<file path="config.mk">
export PLATFORM = sky130hd
export DESIGN_NAME = uart_tx_flat
export DESIGN_NICKNAME = d
export VERILOG_FILES = /design/src/rtl/uart_tx_if.sv /design/src/rtl/uart_tx.sv /design/src/flat_wrapper.sv
export SDC_FILE = /design/constraint.sdc
export NUM_CORES = 1
export LEC_CHECK = 0
export BUFFER_PORTS_ARGS = -buffer_cell sky130_fd_sc_hd__buf_2
export CELL_PAD_IN_SITES_DETAIL_PLACEMENT = 0
export CELL_PAD_IN_SITES_GLOBAL_PLACEMENT = 1
export CORE_MARGIN = 1.5
export CORE_UTILIZATION = 35
export DETAILED_ROUTE_END_ITERATION = 10
export HOLD_SLACK_MARGIN = 0.02
export PLACE_DENSITY_LB_ADDON = 0.08
export SLEW_MARGIN = 20
export SYNTH_ARGS = -nofsm -noshare
export SYNTH_HDL_FRONTEND = slang
export SYNTH_SLANG_ARGS = --single-unit
</file>
<file path="constraint.sdc">
create_clock -name clk -period 5.2 [get_ports clk]
set_clock_uncertainty 0.1 [all_clocks]
set_input_delay 0.52 -clock clk [delete_from_list [all_inputs] [get_ports clk]]
set_output_delay 0.52 -clock clk [all_outputs]
set_load 0.1 [all_outputs]
</file>
<file path="src/rtl/uart_tx_if.sv">
// Word handshake between a data source and the UART transmitter.
interface uart_tx_if #(
  parameter int WIDTH_DATABITS = 8
);
  logic [WIDTH_DATABITS-1:0] in;
  logic                      valid_in;
  logic                      ready_in;

  modport master (output in, output valid_in, input ready_in);
  modport slave  (input in, input valid_in, output ready_in);
endinterface

</file>
<file path="src/rtl/uart_tx.sv">
// UART transmitter: start bit, LSB-first data, optional even parity, 1 or 2 stop bits.
// All outputs are registered; framing config is captured at the handshake.
module uart_tx #(
  parameter int WIDTH_DATABITS = 8,
  parameter int BIT_CYCLES     = 16
) (
  input  logic     clk,
  input  logic     rst_n,
  input  logic     parity_bit_config,
  input  logic     stop_bit_config,
  uart_tx_if.slave bus,
  output logic     tx,
  output logic     busy,
  output logic     done
);
  localparam int CW = $clog2(BIT_CYCLES);
  localparam int BW = (WIDTH_DATABITS > 1) ? $clog2(WIDTH_DATABITS) : 1;
  localparam logic [CW-1:0] BAUD_LAST = CW'(BIT_CYCLES - 1);
  localparam logic [BW-1:0] BIT_LAST  = BW'(WIDTH_DATABITS - 1);

  localparam logic [2:0] IDLE   = 3'd0;
  localparam logic [2:0] START  = 3'd1;
  localparam logic [2:0] DATA   = 3'd2;
  localparam logic [2:0] PARITY = 3'd3;
  localparam logic [2:0] STOP   = 3'd4;

  logic [2:0]                state;
  logic [CW-1:0]             baud;
  logic [BW-1:0]             bit_cnt;
  logic [WIDTH_DATABITS-1:0] shreg;
  logic [WIDTH_DATABITS-1:0] sh_next;
  logic                      par_en, two_stop, par_bit, stop_cnt, ready_q;
  logic                      bit_end;

  assign bus.ready_in = ready_q;
  assign sh_next      = shreg >> 1;
  assign bit_end      = (baud == BAUD_LAST);

  always_ff @(posedge clk) begin
    if (rst_n) begin
      state    <= IDLE;
      baud     <= '0;
      bit_cnt  <= '0;
      shreg    <= '0;
      par_en   <= 1'b0;
      two_stop <= 1'b0;
      par_bit  <= 1'b0;
      stop_cnt <= 1'b0;
      ready_q  <= 1'b1;
      tx       <= 1'b1;
      busy     <= 1'b0;
      done     <= 1'b0;
    end else begin
      done <= 1'b0;
      if (state != IDLE)
        baud <= bit_end ? '0 : baud + 1'b1;
      case (state)
        IDLE: begin
          if (bus.valid_in && ready_q) begin
            shreg    <= bus.in;
            par_en   <= parity_bit_config;
            two_stop <= stop_bit_config;
            par_bit  <= ^bus.in;
            baud     <= '0;
            state    <= START;
            tx       <= 1'b0;
            busy     <= 1'b1;
            ready_q  <= 1'b0;
          end
        end
        START: begin
          if (bit_end) begin
            state   <= DATA;
            bit_cnt <= '0;
            tx      <= shreg[0];
          end
        end
        DATA: begin
          // tx is registered, so it is loaded with the bit the shift exposes
          if (bit_end) begin
            shreg <= sh_next;
            if (bit_cnt == BIT_LAST) begin
              stop_cnt <= 1'b0;
              state    <= par_en ? PARITY : STOP;
              tx       <= par_en ? par_bit : 1'b1;
            end else begin
              bit_cnt <= bit_cnt + 1'b1;
              tx      <= sh_next[0];
            end
          end
        end
        PARITY: begin
          if (bit_end) begin
            stop_cnt <= 1'b0;
            state    <= STOP;
            tx       <= 1'b1;
          end
        end
        STOP: begin
          if (bit_end) begin
            if (two_stop && !stop_cnt) begin
              stop_cnt <= 1'b1;
            end else begin
              state   <= IDLE;
              done    <= 1'b1;
              ready_q <= 1'b1;
              busy    <= 1'b0;
              tx      <= 1'b1;
            end
          end
        end
        default: begin
          state   <= IDLE;
          ready_q <= 1'b1;
          busy    <= 1'b0;
          tx      <= 1'b1;
        end
      endcase
    end
  end
endmodule
</file>
<file path="src/flat_wrapper.sv">
// flat-port wrapper written by rule: the top's interface ports become plain ports
module uart_tx_flat 
#(
  parameter int WIDTH_DATABITS = 8,
  parameter int BIT_CYCLES     = 16
)
  (clk, rst_n, parity_bit_config, stop_bit_config, tx, busy, done, bus_in, bus_valid_in, bus_ready_in);
  uart_tx_if #(.WIDTH_DATABITS(WIDTH_DATABITS)) bus_i ();
  input  logic clk;
  input  logic rst_n;
  input  logic parity_bit_config;
  input  logic stop_bit_config;
  output logic tx;
  output logic busy;
  output logic done;
  input wire logic [$bits(bus_i.in)-1:0] bus_in;
  input wire logic [$bits(bus_i.valid_in)-1:0] bus_valid_in;
  output wire logic [$bits(bus_i.ready_in)-1:0] bus_ready_in;
  assign bus_i.in = bus_in;
  assign bus_i.valid_in = bus_valid_in;
  assign bus_ready_in = bus_i.ready_in;
  uart_tx #(.WIDTH_DATABITS(WIDTH_DATABITS), .BIT_CYCLES(BIT_CYCLES)) u_core (.clk(clk), .rst_n(rst_n), .parity_bit_config(parity_bit_config), .stop_bit_config(stop_bit_config), .bus(bus_i), .tx(tx), .busy(busy), .done(done));
endmodule
</file>
# == Word-level counts from Yosys, hierarchy flattened ==
# Cells that the tools add are included.
# classes
n_addsub,2
n_mul,0
div,0
magnitude_cmp,0
n_eq_ne,15
n_shift,0
n_mux,41
bitwise,3
reduce_logical,18
# ops
operator,n
3-bit two-way mux,11
1-bit two-way mux,17
4-bit two-way mux,4
8-bit two-way mux,2
8-bit case mux with 2 select lines,1
3-bit case mux with 5 select lines,1
2-bit by 1-bit inequality test with 1-bit output (second input constant),7
6-bit AND reduction,2
1-bit case mux with 3 select lines,3
4-bit AND reduction,2
8-bit XOR reduction,1
7-bit AND reduction,1
3-bit by 2-bit == test with 1-bit output (second input constant),2
3-bit == test (second input constant),2
3-bit case mux with 2 select lines,1
3-bit nonzero test,2
3-bit OR reduction,2
1-bit case mux with 5 select lines,1
4-bit by 1-bit adder with 4-bit output (second input constant),1
4-bit == test (second input constant),1
2-bit inequality test (second input constant),2
2-bit nonzero test,2
3-bit by 1-bit adder with 3-bit output (second input constant),1
3-bit by 1-bit == test with 1-bit output (second input constant),1
6 further kinds,9
# totals
register_bits,26
latchBits,0
mem_bits_rw,0
romBits,0
out_inout_bits,4
mem_count,0

# == Depth between registers and ports, before layout ==
# logic_depth
depth_word,5
ltp_mapped,6
depth_no_buf,6

# == Least setup slack after synthesis ==
# No wires, ideal clock.
# synth_timing
path_type,register to register
start,"register u_core.ready_q, in the netlist u_core.bus.ready_in"
end,register u_core.shreg[1]
setup_ns,0.086
arrival_time_ns,2.152
required_ns,5.014
slack_ns,2.862
stages_incl_launch_ff,6
path_buffers,1
synth_period_minus_slack_ns,2.338
path_cell_list,dfxtp_1 > a2111oi_4 > a2111oi_4 > buf_6 > nor2_1 > a211oi_1
# synth_between
elab_chain_len,3
# synth_lines
element,line_no,text
start: declaration,uart_tx.sv:32,"logic par_en, two_stop, par_bit, stop_cnt, ready_q;"
start signal: assignment,uart_tx.sv:49,ready_q <= 1'b1;
start signal: assignment,uart_tx.sv:68,ready_q <= 1'b0;
start signal: assignment,uart_tx.sv:106,ready_q <= 1'b1;
1-bit logical AND,uart_tx.sv:59,if (bus.valid_in && ready_q) begin
2-bit by 1-bit inequality test with 1-bit output (no line),--,
3-bit AND reduction (no line),--,
end signal: assignment,uart_tx.sv:60,shreg <= bus.in;
end signal: assignment,uart_tx.sv:81,shreg <= sh_next;
end: declaration,uart_tx.sv:30,logic [WIDTH_DATABITS-1:0] shreg;
# No other way between the ends.
# A chain may end at the register's enable or synchronous reset.

# == Worst setup path after layout ==
# layout_timing
start,register u_core.state[2]
end,register u_core.shreg[7]
# layout_between
elab_chain_len,3
word_cells_on_any_way,7
# layout_lines
element,line_no,text
start: declaration,uart_tx.sv:27,logic [2:0] state;
start signal: assignment,uart_tx.sv:84,state <= par_en ? PARITY : STOP;
3-bit by 2-bit == test with 1-bit output / 3-bit logical NOT (equally long branches),uart_tx.sv:57,case (state)
2-bit by 1-bit inequality test with 1-bit output (no line) / 2-bit nonzero test (equally long branches),--,
3-bit AND reduction (no line),--,
# Parallel ways exist; a longest one is shown, timed or not.

==> flow_summary.yaml <==
place:
  gp_routability_congestion: 0.697
  placedCellCount: 205
  place_area_mm2: 0.00149
  place_hpwl_mm: 1.95
  io_buffers: 16
  dp_slack_ns: 2.94
synth:
  yosysTopAreaCellShare_pct: 37.0
  synth_fp_nets: 168
  synth_area_mm2: 0.00141
  yosysWarnings: 0
  avgSynthCellArea_um2: 9.24
  ys_ff_latch: 26
  netlist_top_cells_area: "dfxtp_1 37%, mux2i_1 8.5%, nor2_1 5.9%, a211oi_1 4.8%, xnor2_1 4.4%"
  synth_cells: 152
  synth_cell_types: 42
  synth_largest_area_cell: "dfxtp_1"
  ys_seq_area_share_pct: 37.0
clock_network:
  cts-htree-levels: 1
  clk_pin_slew_ns: 0.09
  worstSkewPairLatency_ns: 0.27
  cts_buffers: 3
  clockBufferDepth: 2
  clock-root-buffer: "clkbuf_8"
  ctsResizeCount: 0
  cts_hold_buf: 0
  postCtsSetupRepairBufs: 0
  clock_sink_count: 26
  cts_tree: "built"
setup_path:
  required_ns: 5.30
  start_kind: "register"
  worstPathArrival_ns: 2.39
  reg2reg_depth: 4
  critPathLaunch: "u_core.state[2]$_SDFFE_PP0P_"
  cp-end-kind: "register"
  critical_path_class: "reg -> reg"
  reg2reg_from: "u_core.state[2]$_SDFFE_PP0P_"
  worstPathMaxFanout: 17
layout:
  drive_gt1_share_pct: 15.5
  fin_cells: 209
  antenna_cells: 0
  area_growth_pct: 9.71
  mostFrequentLayoutCells: "26 x dfxtp_1, 22 x nor2_1, 16 x buf_2"
  nNetsFinal: 178
  fin_util_pct: 40.9
  final_common_cell: "dfxtp_1"
  design_area_mm2: 0.00154
drt:
  vias: 1086
  wl_per_cell_um: 13.3
  dr.pass1.iters: 4
  wl_met1_mm: 1.41
  final_antenna_net_count: 0
  top_layer: "met4"
  viasPerCell: 5.20
  dr_wl_met2_mm: 1.25
  finalWirelength_mm: 2.78
  first_iter_violations: 41
  post-route-drc-count: 0
  met3_length_um: 89
floorplanning:
  die_h_um: 66.4
  start_util_pct: 37.3
  io_pins: 17
  die_area_mm2: 0.00440
  core-area_mm2: 0.00377
  chipWidth_um: 66.4
  num_rows: 22
global_routing:
  grt_pass1_wl_mm: 4.91
  grt_usage_pct: 14.7
  grt_overflow: 0
  grt_max_degree: 27
  antenna_found_initial: 0
  grt_pass1_vias: 998
timing:
  post-route-period-util_pct: 43.9
  post-route-min-period_ns: 2.28
  worstMarginPinSlew_ns: 0.858
  tns_ns: 0
  fmax_mhz: 438
  rsz0062_at_grt: "no"
  setup_ws_ns: 2.92
  setup_viol: 0
  finalHoldViolCount: 0
  finalMaxSlewViolations: 0
  slew-limit-headroom_pct: 42.8
min_path:
  min_delay_path_depth: 2
  hold_class: "reg -> reg"
  min_from: "u_core.shreg[7]$_SDFFE_PP0P_"
pwr:
  leakage_nw: 0.596
  cellPowerDensity_mw_per_mm2: 392
  peakVddDrop_mv: 0.181
outcome:
  status: "complete, no violations"
flow_run:
  drv_cap: 0
==> power breakdown <==
group          internal [mW]  switching, mW  total, mW
clock                 0.0677         0.0635      0.131
sequential             0.232         0.0329      0.265
combinational         0.0757          0.132      0.208
total                  0.375          0.228      0.604
==> cells by family (layout without fill, tap and decap cells) <==
family | after synthesis | in the layout | share of synthesized area [%]
simple gates | 47 | 47 | 17.6
flops | 26 | 26 | 37.0
compound gates | 41 | 41 | 23.9
buf+inv | 15 | 24 | 5.25
xor+xnor | 8 | 8 | 4.99
mux | 12 | 12 | 8.55
fa+ha+maj | 3 | 3 | 2.67
==> layer usage <==
metal / up-vias / GRT usage [%]
met5: - / 0
met4: 0 / 3.06
met2: 15 / 24.8
met1: 503 / 18.4
li1: 566 / -
met3: 2 / 4.26
==> state kept, by name, summed over array words and instances (netlist names), 3 cells and up <==
signal,count
u_core.shreg,8
u_core.bit_cnt,3
u_core.state,3
u_core.baud,4
==> cells in the mapped netlist <==
library cell and instances:
a2111o_1 2, a2111oi_4 2, a211oi_1 9, a211oi_4 1, a21boi_0 1, a21o_1 1
a21oi_1 11, a22oi_1 1, a2bb2oi_1 1, a311oi_1 1, a41oi_1 1, and3_1 2
buf_1 1, buf_2 5, buf_4 1, buf_6 1, clkbuf_1 3, dfxtp_1 26
ha_1 3, inv_1 4, mux2i_1 12, nand2_1 4, nand2b_1 3, nand3_1 1
nand3_4 1, nand3b_1 1, nand4_1 1, nor2_1 22, nor2b_1 1, nor3_1 4
nor3b_1 1, o2111ai_1 1, o21a_1 2, o21ai_0 4, o21bai_1 2, o31ai_1 1
or2_2 1, or3_1 1, or3b_1 3, or4b_1 1, xnor2_1 7, xor2_1 1
==> layout make-up <==
type                       count  area, um^2
tap                           48        60.1
timing repair buffer          16        80.1
fill                         379        2230
multi-input combinational    111         811
sequential                    26         520
clock buffer                   4        55.1
inverter                       4        15.0
==> worst max-delay path: stages (launching register included) <==
cell and delay [ns]:
dfxtp_1 0.79, a2111oi_4 0.16, a2111oi_4 0.83, nand3_1 0.16
a21oi_1 0.17
==> path summary, 6_finish.rpt <==
check	end	slack, ns
min	u_core.shreg[7]$_SDFFE_PP0P_	0.37
max	u_core.shreg[7]$_SDFFE_PP0P_	2.92
min reg2reg	u_core.shreg[7]$_SDFFE_PP0P_	0.37
max reg2reg	u_core.shreg[7]$_SDFFE_PP0P_	2.92
==> stage by stage <==
| stage | power [mW] | hold slack, ns |
|---|---|---|
| 4_1_cts | 0.612 | 0.372 |
| 3_5_place_dp | 0.477 | 0.365 |
| 2_1_floorplan | 0.444 | 0.345 |
| 6_report | 0.604 | 0.374 |
| 3_3_place_gp | 0.475 | 0.362 |
| 5_1_grt | 0.651 | 0.368 |
(Power assumes the default switching activity.)
